$ cat src/rtl/switch_toggle_bank_if.sv
// Switch/LED bundle for switch_toggle_bank: raw switch levels and clear in, debounced
// levels, edge pulses and toggle states out.
interface switch_toggle_bank_if #(
  parameter int NUM_CH = 4
);
  logic [NUM_CH-1:0] i_Switch;
  logic              i_Clear;
  logic [NUM_CH-1:0] o_Switch_Stable;
  logic [NUM_CH-1:0] o_Edge_Pulse;
  logic [NUM_CH-1:0] o_LED;

  modport master (
    output i_Switch, i_Clear,
    input  o_Switch_Stable, o_Edge_Pulse, o_LED
  );

  modport slave (
    input  i_Switch, i_Clear,
    output o_Switch_Stable, o_Edge_Pulse, o_LED
  );
endinterface

$ cat src/rtl/switch_toggle_bank.sv
// Per-channel switch synchroniser + debouncer + edge detector driving a toggling LED
// and a one-cycle edge pulse; all channels independent except the shared clear.
module switch_toggle_bank #(
  parameter int NUM_CH          = 4,
  parameter int DEBOUNCE_CYCLES = 250000,
  parameter int SYNC_STAGES     = 2,
  parameter int EDGE_MODE       = 0
) (
  input  logic                 i_Clk,
  input  logic                 i_Rst_L,
  switch_toggle_bank_if.slave  bus
);

  localparam int CW = $clog2(DEBOUNCE_CYCLES + 1);
  localparam logic [CW-1:0] CNT_LAST = CW'(DEBOUNCE_CYCLES - 1);
  localparam logic [CW-1:0] CNT_ONE  = CW'(1);

  logic [SYNC_STAGES-1:0] sync_q [NUM_CH];
  logic [CW-1:0]          cnt_q  [NUM_CH];
  logic [NUM_CH-1:0]      stable_q;
  logic [NUM_CH-1:0]      pulse_q;
  logic [NUM_CH-1:0]      led_q;

  logic [NUM_CH-1:0]      synced;
  logic [NUM_CH-1:0]      accept;
  logic [NUM_CH-1:0]      qual;

  always_comb begin
    synced = '0;
    accept = '0;
    for (int unsigned ch = 0; ch < NUM_CH; ch++) begin
      synced[ch] = sync_q[ch][SYNC_STAGES-1];
      accept[ch] = (synced[ch] != stable_q[ch]) && (cnt_q[ch] == CNT_LAST);
    end
  end

  // An accept flips stable, so the pre-accept stable level gives the edge direction.
  always_comb begin
    qual = '0;
    if (EDGE_MODE == 0)
      qual = accept & stable_q;
    else if (EDGE_MODE == 1)
      qual = accept & ~stable_q;
    else
      qual = accept;
  end

  always_ff @(posedge i_Clk or negedge i_Rst_L) begin
    if (!i_Rst_L) begin
      for (int unsigned ch = 0; ch < NUM_CH; ch++) begin
        sync_q[ch] <= '0;
        cnt_q[ch]  <= '0;
      end
      stable_q <= '0;
      pulse_q  <= '0;
      led_q    <= '0;
    end else begin
      for (int unsigned ch = 0; ch < NUM_CH; ch++) begin
        sync_q[ch] <= {sync_q[ch][SYNC_STAGES-2:0], bus.i_Switch[ch]};
        if (synced[ch] == stable_q[ch]) begin
          cnt_q[ch] <= '0;
        end else if (accept[ch]) begin
          cnt_q[ch]    <= '0;
          stable_q[ch] <= synced[ch];
        end else begin
          cnt_q[ch] <= cnt_q[ch] + CNT_ONE;
        end
      end
      pulse_q <= qual;
      led_q   <= bus.i_Clear ? '0 : (led_q ^ qual);
    end
  end

  assign bus.o_Switch_Stable = stable_q;
  assign bus.o_Edge_Pulse    = pulse_q;
  assign bus.o_LED           = led_q;

endmodule
$ cat src/flat_wrapper.sv
// flat-port wrapper written by rule: the top's interface ports become plain ports
module switch_toggle_bank_flat 
#(
  parameter int NUM_CH          = 4,
  parameter int DEBOUNCE_CYCLES = 250000,
  parameter int SYNC_STAGES     = 2,
  parameter int EDGE_MODE       = 0
)
  (i_Clk, i_Rst_L, bus_i_Switch, bus_i_Clear, bus_o_Switch_Stable, bus_o_Edge_Pulse, bus_o_LED);
  switch_toggle_bank_if #(.NUM_CH(NUM_CH)) bus_i ();
  input  logic i_Clk;
  input  logic i_Rst_L;
  input wire logic [$bits(bus_i.i_Switch)-1:0] bus_i_Switch;
  input wire logic [$bits(bus_i.i_Clear)-1:0] bus_i_Clear;
  output wire logic [$bits(bus_i.o_Switch_Stable)-1:0] bus_o_Switch_Stable;
  output wire logic [$bits(bus_i.o_Edge_Pulse)-1:0] bus_o_Edge_Pulse;
  output wire logic [$bits(bus_i.o_LED)-1:0] bus_o_LED;
  assign bus_i.i_Switch = bus_i_Switch;
  assign bus_i.i_Clear = bus_i_Clear;
  assign bus_o_Switch_Stable = bus_i.o_Switch_Stable;
  assign bus_o_Edge_Pulse = bus_i.o_Edge_Pulse;
  assign bus_o_LED = bus_i.o_LED;
  switch_toggle_bank #(.NUM_CH(NUM_CH), .DEBOUNCE_CYCLES(DEBOUNCE_CYCLES), .SYNC_STAGES(SYNC_STAGES), .EDGE_MODE(EDGE_MODE)) u_core (.i_Clk(i_Clk), .i_Rst_L(i_Rst_L), .bus(bus_i));
endmodule
$ cat config.mk
export PLATFORM = sky130hd
export DESIGN_NAME = switch_toggle_bank_flat
export DESIGN_NICKNAME = d
export VERILOG_FILES = /design/src/rtl/switch_toggle_bank_if.sv /design/src/rtl/switch_toggle_bank.sv /design/src/flat_wrapper.sv
export SDC_FILE = /design/constraint.sdc
export NUM_CORES = 1
export LEC_CHECK = 0
export ABC_AREA = 1
export CORE_UTILIZATION = 50
export CTS_BUF_LIST = sky130_fd_sc_hd__clkbuf_4 sky130_fd_sc_hd__clkbuf_8 sky130_fd_sc_hd__clkbuf_16
export DETAILED_ROUTE_END_ITERATION = 7
export PLACE_DENSITY = 0.65
export SYNTH_ARGS = -nofsm -noshare
export SYNTH_HDL_FRONTEND = slang
export SYNTH_SLANG_ARGS = --single-unit
$ cat constraint.sdc
create_clock -name i_Clk -period 2.9 [get_ports i_Clk]
set_input_delay 0.29 -clock i_Clk [delete_from_list [all_inputs] [get_ports i_Clk]]
set_output_delay 0.29 -clock i_Clk [all_outputs]
set_load 0.01 [all_outputs]
==> impl_metrics.csv, run 1 <==
group,metric,value,unit
synth,synthAdderAreaFrac,0.996,%
pwr,vdd_drop_max,274,µV
layout,syn_to_final_growth,11.6,%
run_status,status,"finished, final reports clean",
detailed_routing,final_antenna_net_count,0,
pwr,pwr_density_cell,412,nW/µm²
layout,finalInstanceArea,5610,µm²
synth,yosys.area.top_type,"dfrtp_1",
synth,synthesis.nets,604,
clock_network,cts_sinks,92,
pwr,p_clk_share,38.7,%
clock_network,clk_pin_slew,0.09,ns
placement,place_hpwl,6.87,mm
clock_network,root_buffer,"clkbuf_8",
synth,ys_async_sr_fraction,100,%
pwr,p_leak,0.00247,µW
synth,yosysSeqAreaShare,45.8,%
floorplan,die_x,102,µm
synth,synth_compound_gate_area_share,1.79,%
run,maxCapViolations,0,
layout,drive_gt1_share,16.1,%
synth,avgSynthCellArea,8.47,µm²
synth,synth_top_family_by_area,"simple AND/OR/NAND/NOR gates",
detailed_routing,drt_iter0_markers,100,
floorplan,die-area,10500,µm²
timing,finalWorstSetupSlack,1.24,ns
critical_path,critPathTopFamily,"buffers and inverters",
pwr,p_comb_share,4.4,%
critical_path,endpoint_kind,"output port",
detailed_routing,wl_per_cell,12.2,µm
timing,tns,0,ns
synth,synth_area,5020,µm²
clock_network,htree_levels,3,
synth,yosysWarnings,0,
synth,synth_simple_gate_area_share,39.8,%
placement,place_ws,1.38,ns
layout,final_nets,635,
timing,finalClockSkew,0.0107,ns
critical_path,path_buf_inv,1,
synth,ys.flop_type,"dfrtp_1",
detailed_routing,dr.pass1.iters,5,
critical_path,worstPathArrival,1.37,ns
synth,synth-edff-count,0,
worst_hold_path,min_path_type,"reg2reg",
pwr,p_int,1800,µW
grt,grt_usage,20.0,%
timing,setup-violations-final,0,
synth,synth_xor_xnor_area_share,6.62,%
critical_path,r2r_cells,8,
floorplan,die_y,102,µm
worst_hold_path,holdPathStages,0,
synth,synth_mux_area_share,0,%
timing,tightest_slew,0.492,ns
detailed_routing,drc,0,
synth,synth_seq_cells,92,
timing,fmax,603,MHz
grt,antenna_found_initial,0,
placement,gp_congestion,0.870,
clock_network,cts_made_buffers,9,
critical_path,worstPathRequired,2.61,ns
synth,netlist_instances,593,
timing,post-route-min-period,1.66,ns
critical_path,critical_path_class,"reg2out",
critical_path,crit_path_top_delay_cell,"clkdlybuf4s50_1",
timing,finalCritPeriodShare,57.2,%
pwr,swShare,22.3,%
pwr,p_switching,514,µW
synth,yosys-top-cells-count,"nor2_1, nand2_1, dfrtp_1",
floorplan,start_util,51.4,%
clock_network,cts_tree,"built",
layout,n_antenna_cell,0,
critical_path,critPathMaxStageDelay,0.58,ns
floorplan,core_area,9770,µm²
timing,finalMaxSlewViolations,0,
timing,finalHoldViolations,0,
floorplan,io_pins,19,
detailed_routing,viasPerCell,4.95,
critical_path,cp.depth,1,
grt,grt_max_degree,56,
synth,synth_top_area_share,45.8,%
clock_network,worstSkewPairLatency,0.35,ns
critical_path,critPathLaunchType,"register",
critical_path,path_max_fanout,5,
placement,post_dp_cell_area,5390,µm²
critical_path,path_cells,"clkdlybuf4s50_1",
timing,rsz0062_at_grt,"no",
synth,synth_area_leaders,"dfrtp_1, nor2_1, nand2_1",
detailed_routing,drt_wl_total,9.29,mm
clock_network,clk_path_buf_depth,2,
placement,port_buffers,18,
synth,synth.distinct_cells,32,
grt,grt_pass1_vias,3573,
pwr,p_seq_share,57.0,%
grt,grt_first_pass_wirelength,16.3,mm
floorplan,row_count,36,
grt,grt_overflow,0,
synth,yosysMostFrequentCell,"nor2_1",
detailed_routing,dr_total_vias,3764,
timing,relSlewSlack,67.2,%
==> per-stage QoR <==
stage	power (µW)	std cells	util [%]	hold slack (ns)
3_5_place_dp	1450	745	55.1	0.288
3_3_place_gp	1440	745	55.1	0.293
5_1_grt	2410	761	57.4	0.351
2_1_floorplan	1390	593	-	-0.00559
6_report	2310	761	57.4	0.353
4_1_cts	2350	761	57.4	0.351
==> flip-flops by register name, summed over array words and instances, names as in the netlist <==
| signal | count |
|---|---|
| u_core.bus.o_Edge_Pulse | 4 |
| u_core.bus.o_LED | 4 |
| u_core.cnt_q | 72 |
| u_core.bus.o_Switch_Stable | 4 |
| u_core.sync_q | 8 |
==> per-layer routing <==
metal / GRT usage (%) / vias up / part of all wire (%)
li1: - / 1922 / -
met1: 27.8 / 1776 / 51
met2: 31.9 / 54 / 45
met3: 3.49 / 12 / 2.8
met4: 6.48 / 0 / 1.3
met5: 0 / - / 0
==> final timing paths <==
kind,startpoint,end,slack (ns)
setup / recovery,u_core.bus.o_Switch_Stable[1],bus_o_Switch_Stable[1],1.24
hold / removal,u_core.sync_q[0],u_core.sync_q[1],0.35
setup reg to reg,u_core.cnt_q[18],u_core.cnt_q[29],1.37
hold reg to reg,u_core.sync_q[0],u_core.sync_q[1],0.35
max in group asynchronous,i_Rst_L,u_core.cnt_q[48],1.79
min in group asynchronous,i_Rst_L,u_core.cnt_q[10],0.45
==> cell type report <==
type / instances / area, µm²
multi-input cells: 435 / 2470
fillers: 907 / 4170
clock buffers: 12 / 165
inverters: 66 / 248
clock inverters: 3 / 45.0
well taps: 133 / 166
repair buffers: 20 / 208
flip-flops and latches: 92 / 2300
==> repair_timing <==
| item | 4_1_cts | 5_1_grt |
|---|---|---|
| hold endpoints to repair | 37 | 0 |
| hold buffers | 1 | 0 |
| endpoints found under the setup margin | 0 | 0 |
| resized for setup | 0 | 0 |
| buffers inserted | 0 | 0 |
==> cells by family after synthesis <==
family,Yosys count
buffers and inverters,66
AND/OR/NAND/NOR,377
adder cells (fa/ha/maj),4
AO/OA/AOI/OAI,16
XOR/XNOR,38
flip-flops,92
==> power groups by stage <==
stage	clock network [µW]	registers, µW	logic, µW
after floorplan	0	1340	52.5
after global placement	0	1340	103
after detailed placement	0	1340	103
after CTS	927	1320	105
after global routing	976	1320	118
final	893	1320	101
==> layout by cell type, fill, tap and decap left out, types with 4 or more instances in the layout <==
cell,n
nor2_1,137
nand2_1,96
dfrtp_1,92
inv_1,56
nand3_1,37
xor2_1,24
nor2_2,21
clkdlybuf4s50_1,17
nand4_1,16
xnor2_1,14
nor3_1,12
nor2_4,12
clkbuf_8,12
nand2_2,10
nand2_4,10
inv_2,9
nand3_2,7
o21ai_1,6
nor2_8,4
a21oi_1,4
ha_1,4
Power figures use the tool's default switching activity.
==> run 2: changes to the inputs <==
clock period = 1.71 ns   (was 2.9 ns; I/O delays follow)
==> impl_metrics.csv, run 2 (same netlist as run 1, synthesis figures left out) <==
group,metric,value,unit
run_status,status,"finished, final reports clean",
worst_hold_path,hold_start,"bus_i_Switch[3]",
floorplan,die-area,10500,µm²
detailed_routing,final_antenna_net_count,0,
layout,n_antenna_cell,0,
placement,place_hpwl,7.06,mm
layout,final_common_cell,"nor2_1",
timing,fmax,649,MHz
floorplan,io_pins,19,
pwr,vdd_drop_max,451,µV
run,maxCapViolations,0,
placement,port_buffers,18,
floorplan,core_area,9770,µm²
detailed_routing,dr_total_vias,3802,
clock_network,cts_made_buffers,9,
layout,final_nets,636,
detailed_routing,drt_wl_total,9.53,mm
grt,grt_first_pass_wirelength,16.7,mm
placement,gp_congestion,0.891,
detailed_routing,drc,0,
critical_path,reg2reg_to,"u_core.cnt_q[29]",
layout,layout_common_cells,"nor2_1, nand2_1, dfrtp_1",
clock_network,cts_sinks,92,
clock_network,htree_levels,3,
timing,tightest_slew,0.399,ns
timing,finalHoldViolations,0,
timing,setup-violations-final,0,
grt,grt_overflow,0,
critical_path,regToRegStartpoint,"u_core.cnt_q[18]",
grt,grt_pass1_vias,3683,
clock_network,worstSkewPairLatency,0.36,ns
timing,relSlewSlack,73.4,%
critical_path,critical_path_class,"reg2reg",
pwr,pwr_density_cell,725,nW/µm²
critical_path,critPathLaunchType,"register",
clock_network,clk_path_buf_depth,2,
layout,multi_input_area,2470,µm²
timing,finalMaxSlewViolations,0,
critical_path,path_max_fanout,8,
timing,post-route-min-period,1.54,ns
layout,fin_cells,763,
layout,top_register,"u_core.cnt_q",
critical_path,r2r_slack,0.17,ns
detailed_routing,wl_per_cell,12.5,µm
timing,tns,0,ns
critical_path,endpoint_kind,"register",
placement,dp.cells,746,
detailed_routing,viasPerCell,4.98,
layout,drive_gt1_share,16.3,%
timing,finalClockSkew,0.00862,ns
floorplan,die_y,102,µm
clock_network,cts_tree,"built",
timing,rsz0062_at_grt,"no",
pwr,p_leak,0.00248,µW
grt,grt_max_degree,46,
grt,antenna_found_initial,0,
layout,reg.largest.list,"u_core.cnt_q x72, u_core.sync_q x8",
grt,grt_usage,20.5,%
floorplan,start_util,51.4,%
critical_path,worstPathRequired,1.96,ns
layout,syn_to_final_growth,12.3,%
layout,largest_reg_flops,72,
clock_network,post_cts_buffers,0,
floorplan,die_x,102,µm
timing,finalWorstSetupSlack,0.170,ns
detailed_routing,dr.pass1.iters,4,
detailed_routing,drt_iter0_markers,93,
critical_path,worstPathArrival,1.79,ns
timing,finalCritPeriodShare,90.1,%
timing,whs,0.249,ns
worst_hold_path,holdPathStages,1,
worst_hold_path,min_path_type,"in2reg",
clock_network,clk_pin_slew,0.09,ns
floorplan,row_count,36,
layout,fillers,876,
placement,place_ws,0.171,ns
critical_path,r2r_cells,8,
layout,regArea,2300,µm²
worst_hold_path,hold_path_end,"u_core.sync_q[0]",
clock_network,root_buffer,"clkbuf_8",
[run 2: worst max-delay path by stage]
stage / start / to / slack (ns)
3_5_place_dp: u_core.cnt_q[18] / u_core.cnt_q[25] / 0.17
4_1_cts: u_core.bus.o_Switch_Stable[1] / bus_o_Switch_Stable[1] / 0.15
3_3_place_gp: u_core.cnt_q[18] / u_core.cnt_q[25] / 0.24
2_1_floorplan: u_core.cnt_q[54] / u_core.cnt_q[67] / 0.33
5_1_grt: u_core.cnt_q[18] / u_core.cnt_q[29] / 0.04
6_report: u_core.cnt_q[18] / u_core.cnt_q[29] / 0.17
[run 2: worst max-delay path: stages (launching register included)]
cell and delay [ns]:
dfrtp_1 0.40, ha_1 0.20, nand2_1 0.11, nor2_2 0.14, nand2_1 0.08, nor2_2 0.14, nand2_2 0.15, nand2_4 0.15
nor2_1 0.06
[run 2: area by class of cell]
| type | instances | share of cell area (%) |
|---|---|---|
| Timing Repair Buffer | 21 | 3.81 |
| Clock inverter | 5 | 1.49 |
| Clock buffer | 11 | 2.68 |
| Multi-Input combinational cell | 435 | 43.9 |
| Tap cell | 133 | 2.95 |
| Inverter | 66 | 4.39 |
| Sequential cell | 92 | 40.8 |
[run 2: metrics by stage]
stage,utilization [%],instance area (µm²),total power (µW)
final,57.7,5640,4090
after global routing,57.7,5640,4260
after CTS,57.7,5640,4140
after detailed placement,55.2,5400,2460
after global placement,55.2,5400,2450
after floorplan,-,5020,2360
[run 2: layer usage]
metal	vias to the layer above	wire (µm)	share of wire, %	GRT usage (%)
met5	-	0	0	0
met1	1783	4620	49	27.6
met2	71	4430	46	33.0
met3	17	260	2.7	3.15
met4	0	216	2.3	9.12
li1	1931	-	-	-
[run 2: what timing repair did]
item / in CTS / in global routing
hold endpoints to repair: 27 / 0
resized for setup: 0 / 0
hold buffers: 1 / 0
[run 2: where the power goes]
| group | leakage [µW] | internal, µW | switching, µW |
|---|---|---|---|
| Clock | 0.000112 | 906 | 777 |
| Combinational | 0.00112 | 54.4 | 120 |
| Sequential | 0.00126 | 2210 | 28.4 |
==> run 3: changes to the inputs <==
SLEW_MARGIN = 20   (was default)
==> results of run 3 <==
Same layout as run 2: the final DEF is identical, and so are final timing and power.
